$ cat config.mk
export PLATFORM = sky130hd
export DESIGN_NAME = clock_divider_ctrl
export DESIGN_NICKNAME = d
export VERILOG_FILES = /design/src/rtl/clock_divider_ctrl.sv
export SDC_FILE = /design/constraint.sdc
export NUM_CORES = 1
export LEC_CHECK = 0
export ABC_AREA = 1
export CAP_MARGIN = 25
export CORE_MARGIN = 2
export CORE_UTILIZATION = 55
export CTS_CLUSTER_DIAMETER = 50
export DETAILED_ROUTE_END_ITERATION = 8
export PLACE_DENSITY = 0.91
export SYNTH_ARGS = -nofsm -noshare
export SYNTH_HDL_FRONTEND = slang
export SYNTH_SLANG_ARGS = --single-unit
$ cat constraint.sdc
create_clock -name clk_i -period 5.15 [get_ports clk_i]
set_input_delay 1.03 -clock clk_i [delete_from_list [all_inputs] [get_ports clk_i]]
set_output_delay 1.03 -clock clk_i [all_outputs]
set_load 0.01 [all_outputs]
$ cat src/rtl/clock_divider_ctrl.sv
// Run-time controller for an even clock divider. Ratio changes and stops take
// effect only at a period boundary, so clk_div_o never produces a short pulse.
module clock_divider_ctrl #(
  parameter int TCQ        = 1,
  parameter int C_DIV_W    = 8,
  parameter int C_DIV_INIT = 10
) (
  input  logic               clk_i,
  input  logic               rst_ni,
  input  logic               en_i,
  input  logic [C_DIV_W-1:0] cfg_div_i,
  input  logic               cfg_valid_i,
  output logic               cfg_ready_o,
  output logic               cfg_err_o,
  output logic               clk_div_o,
  output logic               tick_o,
  output logic               busy_o,
  output logic [C_DIV_W-1:0] div_cur_o
);

  localparam int                 CW      = C_DIV_W - 1;
  localparam logic [CW-1:0]      CNT_ONE = CW'(1);
  localparam logic [C_DIV_W-1:0] DIV_RST = C_DIV_W'(C_DIV_INIT);

  // Elaboration-only hook for illegal parameter sets; holds no logic.
  if (TCQ < 0 || C_DIV_INIT < 2 || (C_DIV_INIT % 2) != 0) begin : g_bad_param
  end

  typedef enum logic [1:0] {S_IDLE, S_RUN, S_STOP} state_t;

  state_t             r_state, w_state_nxt;
  logic [CW-1:0]      r_cnt;
  logic               r_clk_div, r_tick, r_err;
  logic [C_DIV_W-1:0] r_div_cur, r_pend_div;
  logic               r_pend_vld;

  logic [CW-1:0] w_half;
  logic          w_run, w_hit, w_bnd, w_xfer, w_legal;

  assign w_half  = r_div_cur[C_DIV_W-1:1];
  assign w_run   = (r_state != S_IDLE);
  assign w_hit   = (r_cnt == (w_half - CNT_ONE));
  // Boundary: end of the high phase, next edge is high->low.
  assign w_bnd   = w_run && w_hit && r_clk_div;
  assign w_xfer  = cfg_valid_i && cfg_ready_o;
  assign w_legal = !cfg_div_i[0] && (|cfg_div_i[C_DIV_W-1:1]);

  assign cfg_ready_o = (r_state == S_IDLE) || (r_state == S_RUN && !r_pend_vld);
  assign cfg_err_o   = r_err;
  assign clk_div_o   = r_clk_div;
  assign tick_o      = r_tick;
  assign busy_o      = w_run;
  assign div_cur_o   = r_div_cur;

  always_ff @(posedge clk_i or negedge rst_ni) begin
    if (!rst_ni) r_state <= S_IDLE;
    else         r_state <= w_state_nxt;
  end

  always_comb begin
    w_state_nxt = r_state;
    case (r_state)
      S_IDLE:  if (en_i) w_state_nxt = S_RUN;
      S_RUN:   if (!en_i) w_state_nxt = S_STOP;
      S_STOP: begin
        if (en_i)       w_state_nxt = S_RUN;
        else if (w_bnd) w_state_nxt = S_IDLE;
      end
      default: w_state_nxt = S_IDLE;
    endcase
  end

  always_ff @(posedge clk_i or negedge rst_ni) begin
    if (!rst_ni) begin
      r_cnt     <= '0;
      r_clk_div <= 1'b0;
      r_tick    <= 1'b0;
    end else if (!w_run) begin
      r_cnt     <= '0;
      r_clk_div <= 1'b0;
      r_tick    <= 1'b0;
    end else if (w_hit) begin
      r_cnt     <= '0;
      r_clk_div <= ~r_clk_div;
      r_tick    <= ~r_clk_div;
    end else begin
      r_cnt     <= r_cnt + CNT_ONE;
      r_tick    <= 1'b0;
    end
  end

  // Pending ratio can only be loaded while none is held, so a boundary apply
  // and a new load never collide.
  always_ff @(posedge clk_i or negedge rst_ni) begin
    if (!rst_ni) begin
      r_div_cur  <= DIV_RST;
      r_pend_div <= '0;
      r_pend_vld <= 1'b0;
      r_err      <= 1'b0;
    end else begin
      r_err <= w_xfer && !w_legal;
      if (w_bnd && r_pend_vld) begin
        r_div_cur  <= r_pend_div;
        r_pend_vld <= 1'b0;
      end
      if (w_xfer && w_legal) begin
        if (r_state == S_IDLE) r_div_cur <= cfg_div_i;
        else begin
          r_pend_div <= cfg_div_i;
          r_pend_vld <= 1'b1;
        end
      end
    end
  end

endmodule

# Word level (Yosys, flattened, before mapping)
# Index checks and enable logic that the tools add are counted.
# word_totals
ff_bits,29
word_cells,53
# classes
addsub,2
eq_ne,7
n_mux,17
n_bitwise,2
reduce_logical,17
# op_table
operator,n
2-to-1 mux 8 bit,3
2-to-1 mux 7 bit,2
logical AND 1 bit,8
2-to-1 mux 2 bit,4
"adder 7 x 1 -> 7 bit, second input constant",1
equality test 7 bit,1
2-to-1 mux 1 bit,7
OR reduction 7 bit,1
"subtractor 7 x 1 -> 7 bit, second input constant",1
case mux 2 bit (3 select lines),1
"inequality test 2 bit, second input constant",2
zero test 1 bit,3
"inequality test 3 bit, second input constant",1
AND reduction 3 bit,1
"equality test 2 x 1 -> 1 bit, second input constant",1
"equality test 2 bit, second input constant",1
zero test 2 bit,1
"inequality test 2 x 1 -> 1 bit, second input constant",1
inverter 1 bit,2
AND reduction 2 bit,1
nonzero test 2 bit,1
logical OR 1 bit,1

# Longest topological paths before layout
# Gate-level depths: netlist (run 1).
# depth
depth_word,8
ltp_mapped,12
depth_no_buf,12

# Worst setup path before layout (run 1)
# Ideal clock, no wire load.
# synth_timing
path_kind,input to register
from,input cfg_div_i[1]
to,register r_pend_div[6]
setup_ns,0.077
arrival_time_ns,1.970
setup_slack_ns,3.103
cell_stages,6
n_path_buf,1
path_cell_list,nor4_1 a21oi_2 nand3_2 buf_2 nor2_1 a21oi_1
# synth_between
elab_chain_len,4
# synth_rtl
item,line_no,text
from (decl),11,"input logic [C_DIV_W-1:0] cfg_div_i,"
OR reduction 7 bit,46,assign w_legal = !cfg_div_i[0] && (|cfg_div_i[C_DIV_W-1:1]);
logical AND 1 bit,46,
logical AND 1 bit,106,if (w_xfer && w_legal) begin
AND reduction 2 bit (no line),-,
to (signal assigned),109,r_pend_div <= cfg_div_i;
to (decl),34,"logic [C_DIV_W-1:0] r_div_cur, r_pend_div;"
# Every way passes these cells.
# A chain may end at the register's enable or synchronous reset.

# Worst setup path after layout (run 1)
# layout_timing
from,register r_state[0]
to,output busy_o
# layout_between
elab_chain_len,1
# layout_rtl
item,line_no,text
from (decl),31,"state_t r_state, w_state_nxt;"
from (signal assigned),57,else r_state <= w_state_nxt;
nonzero test 2 bit,41,assign w_run = (r_state != S_IDLE);
to (decl),17,"output logic busy_o,"
# Every way passes these cells.

==> flow_metrics.py, run 1 <==
metrics = {
    "status": {
        "status": "finished clean",
    },
    "finish": {
        "num-nets-final": 246,
        "n_antenna_cell": 0,
        "final_common_cell": "nand2_1",
        "multi_input_area_um2": 741,
        "finalNonFillerCells": 263,
        "drive_gt1_frac": 0.108,
        "ff_latch_area_um2": 728,
        "mostFrequentLayoutCells": "nand2_1 (48), dfrtp_1 (27), nor2_1 (25)",
        "finish.utilization": 0.695,
        "area_growth_syn_to_layout_pct": 19.5,
        "fillers": 227,
    },
    "synth": {
        "netlist_area_um2": 1600,
        "async_reset_ff_frac": 1.00,
        "yosysSeqAreaShare": 0.454,
        "synth_top_area_share": 0.422,
        "synth_cell_types": 27,
        "synth-seq-cells": 29,
        "postSynthAreaPerCell_um2": 7.82,
        "syn_inst": 205,
        "yosysWarnings": 0,
        "yosys-top-cells-area": "dfrtp_1 (42%), nand2_1 (11%), nor2_1 (5.9%)",
        "ys.flop_type": "dfrtp_1",
        "yosys.area.top_type": "dfrtp_1",
        "synth_edf_count": 0,
        "syn-num-nets": 219,
    },
    "routing": {
        "drt_iter0_markers": 43,
        "vias": 1359,
        "routed_wl_mm": 2.96,
        "post_drt_via_cell_ratio": 5.17,
        "ant_nets": 0,
        "drt_first_pass_iters": 4,
        "route.detailed.drc": 0,
        "wl_per_cell_um": 11.2,
    },
    "clock_network": {
        "cts_buffers": 5,
        "clk_path_buf_depth": 2,
        "cts_tree": "done",
        "clock_latency_ns": 0.31,
        "clock_sinks": 29,
        "holdBufCountCts": 0,
        "ctsResizeCount": 0,
        "cts_setup_buffers": 0,
        "root_buffer": "clkbuf_4",
        "clkTransAtPathRegs_ns": 0.08,
        "h-tree-depth": 2,
    },
    "timing": {
        "hold_viol": 0,
        "fmax_ghz": 0.315,
        "grt_setup_unrepaired": "false",
        "relSlewSlack": 0.416,
        "tns_ns": 0,
        "worst_pin_slew_ns": 0.872,
        "final-setup-viol-count": 0,
        "slew_violations": 0,
        "whs_ns": 0.473,
        "skew_ns": 0.00575,
        "min_period_ns": 3.17,
        "period_share": 0.616,
    },
    "pwr": {
        "ir_drop_uv": 252,
        "p_int_uw": 446,
        "combPwrFrac": 0.351,
        "power_frac_seq": 0.452,
        "switching_share": 0.347,
        "p_leak_nw": 0.964,
        "p_sw_uw": 238,
        "power_density_nw_per_um2": 357,
        "p_clk_frac": 0.197,
    },
    "critical_path": {
        "worstPathRequired_ns": 4.12,
        "r2r_slack_ns": 2.91,
        "cpPeakStageDelay_ns": 0.69,
        "start_kind": "register",
        "worstPathCellList": "nor2_1 -> inv_1 -> clkdlybuf4s50_1",
        "critPathCaptureType": "primary output",
        "cpMaxStageDelayCell": "nor2_1",
        "cpLargestDelayFamily": "buffers and inverters",
        "crit_path_max_fanout": 13,
        "criticalPathCategory": "reg2out",
        "worstPathArrival_ns": 2.14,
        "crit_buf_inv": 2,
    },
    "grt": {
        "grt_pass1_vias": 1246,
        "grt_pass1_wl_mm": 5.38,
        "grtUsageTotal": 0.212,
        "antenna_found_initial": 0,
        "overflow": 0,
        "grt_max_degree": 30,
    },
    "die": {
        "die_w_um": 58.0,
        "core_area_um2": 2760,
        "std_cell_rows": 19,
        "die_area_um2": 3360,
        "die_h_um": 58.0,
        "initial_utilization": 0.581,
        "pin_count": 25,
    },
    "job": {
        "maxCapViolCount": 0,
    },
    "placement": {
        "gp_congestion": 0.835,
        "placed_cells": 256,
        "io_buffer_count": 24,
        "dp_hpwl_mm": 2.34,
    },
    "hold_path": {
        "hold_path.class": "reg2reg",
    },
}
## cells in the mapped netlist (2+ instances only)
library cell and count:
xor2_1 6, inv_1 23, nand2_2 2, nor2_4 3, xnor2_1 2, dfrtp_1 27, nand3_2 4, ha_1 2
dfstp_2 2, nand3_1 17, nor3_1 2, nand4_1 14, nand2_1 48, a21oi_1 9, buf_2 2, nor2_1 25
o21ai_1 3, inv_2 5
## metrics by stage
step / total power, mW / setup WS [ns] / area, um^2
finish: 0.684 / 1.98 / 1920
global route: 0.743 / 1.79 / 1920
CTS: 0.692 / 1.99 / 1920
detailed placement: 0.556 / 2.35 / 1860
global placement: 0.550 / 2.40 / 1860
floorplan: 0.471 / 3.10 / 1600
## state kept, by name, summed over array words and instances (netlist names)
| register | count |
|---|---|
| cfg_err_o | 1 |
| clk_div_o | 1 |
| div_cur_o | 8 |
| r_cnt | 7 |
| r_pend_div | 8 |
| r_pend_vld | 1 |
| r_state | 2 |
| tick_o | 1 |
## worst paths after layout
kind / start / end / depth (start not counted)
min in group asynchronous: rst_ni / r_state[1]$_DFFE_PN0P_ / 2
worst min register to register: r_pend_div[0]$_DFFE_PN0P_ / r_pend_div[0]$_DFFE_PN0P_ / 2
max in group asynchronous: rst_ni / div_cur_o[3]$_DFF_PN1_ / 2
worst min-delay path: r_pend_div[0]$_DFFE_PN0P_ / r_pend_div[0]$_DFFE_PN0P_ / 2
worst max register to register: div_cur_o[1]$_DFF_PN1_ / div_cur_o[3]$_DFF_PN1_ / 12
worst max-delay path: r_state[0]$_DFFE_PN0P_ / busy_o / 3
## area by class of cell
cell class | count | area share
well taps | 31 | 0.0202
repair buffers | 25 | 0.129
inverters | 28 | 0.0549
flip-flops and latches | 29 | 0.380
clock buffers | 7 | 0.0287
multi-input cells | 143 | 0.387
## cells by family (layout without fill, tap and decap cells)
family	count (synthesis)	in the layout	synth area share
buffers and inverters	33	60	0.0835
flip-flops	29	29	0.454
adder cells (fa/ha/maj)	2	2	0.0156
AND/OR/NAND/NOR	119	119	0.355
AO/OA/AOI/OAI	14	14	0.0476
XOR/XNOR	8	8	0.0437
## worst register-to-register path, delay by kind of cell, from the launching register on
family / cells / cell delay, ns
and+or+nand+nor: 10 / 1.31
adders and majority gates: 1 / 0.24
buffers and inverters: 1 / 0.07
DFF: 1 / 0.57
## metal layers
layer | GRT usage | routed length (um) | up-vias | share of wire
met5 | 0 | 0 | - | 0
met2 | 0.341 | 1480 | 25 | 0.50
li1 | - | - | 713 | -
met1 | 0.274 | 1340 | 617 | 0.45
met4 | 0.0864 | 40 | 0 | 0.014
met3 | 0.0536 | 96 | 4 | 0.032
## power groups by stage
| stage | clock network (mW) | registers, mW | logic (mW) |
|---|---|---|---|
| final | 0.135 | 0.309 | 0.240 |
| after global routing | 0.150 | 0.317 | 0.275 |
| after CTS | 0.140 | 0.310 | 0.243 |
| after detailed placement | 0 | 0.314 | 0.242 |
| after global placement | 0 | 0.313 | 0.237 |
| after floorplan | 0 | 0.317 | 0.154 |
(Power assumes the default switching activity.)
==> inputs of run 2 (changes only) <==
--- a/config.mk
+++ b/config.mk
@@ -8,10 +8,10 @@
 export ABC_AREA = 1
 export CAP_MARGIN = 25
 export CORE_MARGIN = 2
-export CORE_UTILIZATION = 55
+export CORE_UTILIZATION = 53
 export CTS_CLUSTER_DIAMETER = 50
 export DETAILED_ROUTE_END_ITERATION = 8
-export PLACE_DENSITY = 0.91
+export PLACE_DENSITY = 0.89
 export SYNTH_ARGS = -nofsm -noshare
 export SYNTH_HDL_FRONTEND = slang
 export SYNTH_SLANG_ARGS = --single-unit
==> constraint.sdc (replaced) <==
create_clock -name clk_i -period 3.16 [get_ports clk_i]
set_input_delay 0.632 -clock clk_i [delete_from_list [all_inputs] [get_ports clk_i]]
set_output_delay 0.632 -clock clk_i [all_outputs]
set_load 0.01 [all_outputs]
==> run 2 against run 1 <==
  * The flow now finishes with violations (DRC)
  * Critical path depth grew 9
  * Sequential power grew 64%
  * Via count grew 3.8%
  * Critical path type is now reg2reg
  * Largest cell class unchanged
==> flow_metrics.py, run 2 (synthesis results as in run 1) <==
metrics = {
    "status": {
        "status": "complete, but fails checks",
        "violations": "DRC",
    },
    "timing": {
        "skew_ns": 0.00977,
        "fmax_ghz": 0.430,
        "worst_pin_slew_ns": 0.602,
        "slew_violations": 0,
        "final-setup-viol-count": 0,
        "min_period_ns": 2.32,
        "grt_setup_unrepaired": "false",
        "tns_ns": 0,
        "timing.final.ws_setup_ns": 0.837,
        "hold_viol": 0,
        "relSlewSlack": 0.597,
        "period_share": 0.735,
    },
    "grt": {
        "grtUsageTotal": 0.216,
        "grt_max_degree": 30,
        "grt_pass1_wl_mm": 5.52,
        "grt_pass1_vias": 1264,
        "antenna_found_initial": 0,
        "overflow": 0,
    },
    "clock_network": {
        "cts_setup_buffers": 0,
        "clock_latency_ns": 0.33,
        "h-tree-depth": 2,
        "root_buffer": "clkbuf_4",
        "cts_tree": "done",
        "holdBufCountCts": 0,
        "clock_sinks": 29,
        "clkTransAtPathRegs_ns": 0.09,
        "ctsResizeCount": 0,
        "cts_buffers": 5,
        "clk_path_buf_depth": 2,
    },
    "hold_path": {
        "hold_path.class": "reg2reg",
    },
    "routing": {
        "ant_nets": 0,
        "vias": 1411,
        "route.detailed.drc": 3,
        "routed_wl_mm": 3.14,
        "post_drt_via_cell_ratio": 5.32,
        "wl_per_cell_um": 11.8,
        "drt_iter0_markers": 66,
        "drt_first_pass_iters": 6,
    },
    "die": {
        "initial_utilization": 0.571,
        "die_w_um": 59.0,
        "die_h_um": 59.0,
        "core_area_um2": 2810,
        "pin_count": 25,
        "die_area_um2": 3480,
        "std_cell_rows": 19,
    },
    "pwr": {
        "p_clk_frac": 0.188,
        "p_sw_uw": 407,
        "switching_share": 0.365,
        "p_int_uw": 709,
        "p_leak_nw": 0.970,
        "power_density_nw_per_um2": 581,
        "power_frac_seq": 0.454,
        "ir_drop_uv": 340,
        "combPwrFrac": 0.358,
        "fin_total_pwr_mw": 1.12,
    },
    "critical_path": {
        "crit_path_max_fanout": 11,
        "cp.depth": 12,
        "crit_buf_inv": 1,
        "worstPathCellList": "inv_2 -> ha_1 -> or2_1 -> nand2_1 -> nand2_1 -> nand2_1 -> nand3_2 -> nor2_4 -> nand3_2 -> nand2_1 -> nand3_1 -> nand2_1",
        "cpPeakStageDelay_ns": 0.58,
        "worst_path_most_repeated_cell": "nand2_1",
        "r2r-start": "div_cur_o[1]$_DFF_PN1_",
        "cpMaxStageDelayCell": "dfstp_2",
        "rr_worst_depth": 12,
        "critPathCaptureType": "register",
        "endpoint": "div_cur_o[1]$_DFF_PN1_",
        "criticalPathCategory": "reg2reg",
        "r2r_slack_ns": 0.84,
        "r2r-end": "div_cur_o[1]$_DFF_PN1_",
        "start_kind": "register",
        "cpLargestDelayFamily": "simple AND/OR/NAND/NOR gates",
        "worstPathRequired_ns": 3.44,
        "worstPathArrival_ns": 2.60,
        "startpoint": "div_cur_o[1]$_DFF_PN1_",
    },
    "placement": {
        "pre_cts_ws_ns": 0.848,
        "dp_hpwl_mm": 2.42,
        "placed_cells": 257,
        "io_buffer_count": 24,
        "gp_congestion": 0.832,
    },
    "finish": {
        "area_growth_syn_to_layout_pct": 19.8,
        "n_antenna_cell": 0,
        "finalNonFillerCells": 265,
        "fillers": 253,
        "num-nets-final": 247,
        "final_common_cell": "nand2_1",
        "mostFrequentLayoutCells": "nand2_1 (48), dfrtp_1 (27), nor2_1 (25)",
        "drive_gt1_frac": 0.115,
        "finish.utilization": 0.684,
    },
    "job": {
        "maxCapViolCount": 0,
    },
}
-- run 2: cell count changes in the layout (fill, tap and decap cells not counted), sizes merged --
| cell | before | now |
|---|---|---|
| clkinv | 0 | 2 |
| buf | 1 | 2 |
| clkbuf | 7 | 6 |
-- run 2: stage by stage --
| step | instance area, um^2 | hold WS, ns |
|---|---|---|
| final | 1920 | 0.479 |
| after global placement | 1870 | 0.463 |
| after global routing | 1920 | 0.509 |
| after detailed placement | 1870 | 0.461 |
| after floorplan | 1600 | 0.336 |
| after CTS | 1920 | 0.484 |
-- run 2: layout make-up --
type,instances,area (um^2),area share
clock buffer,6,41.3,0.0215
clock inverter,2,10.0,0.00522
inverter,28,105,0.0548
multi-input combinational,143,741,0.386
sequential,29,728,0.379
tap,31,38.8,0.0202
timing repair buffer,26,255,0.133
-- run 2: worst min-delay path: stages (launching register included) --
cell     delay (ns)
dfrtp_1        0.35
nand2_1        0.05
inv_1          0.04
-- run 2: worst min path at each step --
| stage | to | cells after the start | slack [ns] | from |
|---|---|---|---|---|
| floorplan | cfg_err_o$_DFF_PN0_ | 0 | 0.34 | rst_ni |
| global placement | r_pend_div[0]$_DFFE_PN0P_ | 2 | 0.46 | r_pend_div[0]$_DFFE_PN0P_ |
| detailed placement | r_pend_div[0]$_DFFE_PN0P_ | 2 | 0.46 | r_pend_div[0]$_DFFE_PN0P_ |
| CTS | r_pend_div[0]$_DFFE_PN0P_ | 2 | 0.48 | r_pend_div[0]$_DFFE_PN0P_ |
| global route | r_pend_div[0]$_DFFE_PN0P_ | 2 | 0.51 | r_pend_div[0]$_DFFE_PN0P_ |
| finish | r_pend_div[0]$_DFFE_PN0P_ | 2 | 0.48 | r_pend_div[0]$_DFFE_PN0P_ |
-- run 2: power by group through the flow --
stage | Clock, mW | Sequential (mW) | Combinational [mW]
after floorplan | 0 | 0.517 | 0.251
after CTS | 0.216 | 0.507 | 0.403
after global placement | 0 | 0.511 | 0.390
after global routing | 0.236 | 0.518 | 0.455
final | 0.209 | 0.507 | 0.400
after detailed placement | 0 | 0.514 | 0.401
-- run 2: metal layers --
metal / GRT usage / up-vias / routed length (um)
met1: 0.275 / 654 / 1430
met2: 0.348 / 33 / 1500
met5: 0 / - / 0
met3: 0.0611 / 9 / 133
met4: 0.0877 / 0 / 75
li1: - / 715 / -
==> inputs of run 3 (changes only) <==
==> constraint.sdc (replaced) <==
create_clock -name clk_i -period 2.2 [get_ports clk_i]
set_input_delay 0.44 -clock clk_i [delete_from_list [all_inputs] [get_ports clk_i]]
set_output_delay 0.44 -clock clk_i [all_outputs]
set_load 0.01 [all_outputs]
==> run 3 against run 2 <==
  * The flow still finishes with violations (DRC)
  * Global-route usage up 0.92 points
  * Critical path depth did not move
  * Final cell count is 3.4% higher
  * Worst hold slack worse by 0.00083 ns
  * Register-to-register slack got worse by 0.77 ns
  * Cell area grew 7.9%
  * Utilization increased by 5.4 points
  * Power up 67%
  * Combinational power is 65% higher
  * Routed wire length increased by 18%
  * Largest power group unchanged
  * Highest routed layer unchanged
==> flow_metrics.py, run 3 (synthesis results as in run 1) <==
metrics = {
    "pwr": {
        "power_density_nw_per_um2": 901,
        "switching_share": 0.349,
        "fin_total_pwr_mw": 1.87,
        "ir_drop_uv": 536,
        "combPwrFrac": 0.354,
        "p_sw_uw": 652,
        "p_clk_frac": 0.250,
        "p_int_mw": 1.22,
        "power_frac_seq": 0.395,
        "p_leak_nw": 1.04,
    },
    "die": {
        "std_cell_rows": 19,
        "core_area_um2": 2810,
        "die_h_um": 59.0,
        "die_w_um": 59.0,
        "pin_count": 25,
        "initial_utilization": 0.571,
        "die_area_um2": 3480,
    },
    "status": {
        "status": "complete, but fails checks",
        "violations": "DRC",
    },
    "timing": {
        "fmax_ghz": 0.469,
        "relSlewSlack": 0.574,
        "final-setup-viol-count": 0,
        "slew_violations": 0,
        "period_share": 0.968,
        "worst_pin_slew_ns": 0.636,
        "tns_ns": 0,
        "min_period_ns": 2.13,
        "skew_ns": 0.00626,
        "hold_viol": 0,
    },
    "clock_network": {
        "clkTransAtPathRegs_ns": 0.10,
        "cts_buffers": 5,
        "clock_latency_ns": 0.33,
        "clock_sinks": 29,
        "root_buffer": "clkbuf_4",
        "h-tree-depth": 2,
        "holdBufCountCts": 0,
        "cts_tree": "done",
        "clk_path_buf_depth": 2,
    },
    "finish": {
        "area_growth_syn_to_layout_pct": 29.2,
        "num-nets-final": 256,
        "mostFrequentLayoutCells": "nand2_1 (46), dfrtp_1 (26), nor2_1 (25)",
        "drive_gt1_frac": 0.173,
        "final_common_cell": "nand2_1",
        "n_antenna_cell": 0,
    },
    "critical_path": {
        "r2r-start": "div_cur_o[1]$_DFF_PN1_",
        "r2r-end": "r_state[1]$_DFFE_PN0P_",
        "crit_path_max_fanout": 8,
        "start_kind": "register",
        "worstPathRequired_ns": 2.43,
        "worstPathArrival_ns": 2.36,
        "criticalPathCategory": "reg2reg",
        "critPathCaptureType": "register",
        "rr_worst_depth": 12,
        "r2r_slack_ns": 0.07,
    },
    "routing": {
        "drt_iter0_markers": 81,
        "vias": 1494,
        "routed_wl_mm": 3.70,
        "post_drt_via_cell_ratio": 5.45,
        "wl_per_cell_um": 13.5,
        "drt_first_pass_iters": 6,
        "route.detailed.drc": 3,
        "ant_nets": 0,
    },
    "placement": {
        "gp_congestion": 0.857,
        "dp_hpwl_mm": 2.62,
        "io_buffer_count": 24,
    },
    "grt": {
        "overflow": 0,
        "grt_max_degree": 30,
        "antenna_found_initial": 0,
        "grt_pass1_wl_mm": 5.98,
        "grtUsageTotal": 0.225,
        "grt_pass1_vias": 1397,
    },
    "hold_path": {
        "hold_path.class": "in2async",
    },
    "job": {
        "maxCapViolCount": 0,
    },
}
[run 3: power groups by stage]
stage	logic, mW	clock network (mW)	registers, mW
after floorplan	0.360	0	0.742
after global placement	0.566	0	0.737
after detailed placement	0.587	0	0.741
after CTS	0.590	0.469	0.731
after global routing	0.737	0.493	0.751
final	0.661	0.467	0.738
[run 3: cell type report]
cell class	count	area [um^2]
multi-input cells	144	787
inverters	28	108
clock inverters	1	30.0
clock buffers	7	55.1
flip-flops and latches	29	729
repair buffers	34	323
fillers	215	734
well taps	31	38.8
[run 3: how the worst max path moves through the flow]
stage / from / to / slack (ns)
after floorplan: div_cur_o[1]$_DFF_PN1_ / div_cur_o[2]$_DFF_PN0_ / 0.29
after global placement: div_cur_o[1]$_DFF_PN1_ / div_cur_o[7]$_DFF_PN0_ / 0.19
after detailed placement: div_cur_o[1]$_DFF_PN1_ / r_state[1]$_DFFE_PN0P_ / 0.1
after CTS: div_cur_o[1]$_DFF_PN1_ / div_cur_o[3]$_DFF_PN1_ / 0.08
after global routing: div_cur_o[1]$_DFF_PN1_ / r_state[1]$_DFFE_PN0P_ / -0.02
final: div_cur_o[1]$_DFF_PN1_ / r_state[1]$_DFFE_PN0P_ / 0.07
[run 3: per-stage QoR]
step,instance area [um^2],instances,hold slack [ns],setup slack (ns),util
finish,2070,274,0.478,0.0700,0.738
global route,2070,274,0.516,-0.0229,0.738
CTS,1980,269,0.495,0.0819,0.707
detailed placement,1900,261,0.474,0.0962,0.677
global placement,1900,261,0.455,0.188,0.677
floorplan,1600,205,0.144,0.295,-
[run 3: worst max-delay path: stages, from the launching register on]
cell and delay, ns:
dfstp_2 0.59, inv_4 0.06, ha_4 0.17, or2_4 0.26
nand2_2 0.05, nand2_1 0.05, nand2_1 0.08, nand3_2 0.08
nor2_4 0.27, buf_6 0.18, nand2_4 0.05, o21ai_2 0.15
inv_1 0.05
[run 3: what timing repair did]
action,4_1_cts,5_1_grt
setup buffers,0,4
resized for setup,0,12
endpoints found under the setup margin,0,16
hold endpoints to repair,0,0
[run 3: per-layer routing]
metal / GRT usage / vias up / wire length (um)
met5: 0 / - / 0
met4: 0.0584 / 0 / 56
li1: - / 739 / -
met2: 0.373 / 45 / 1850
met3: 0.0524 / 9 / 181
met1: 0.298 / 701 / 1600
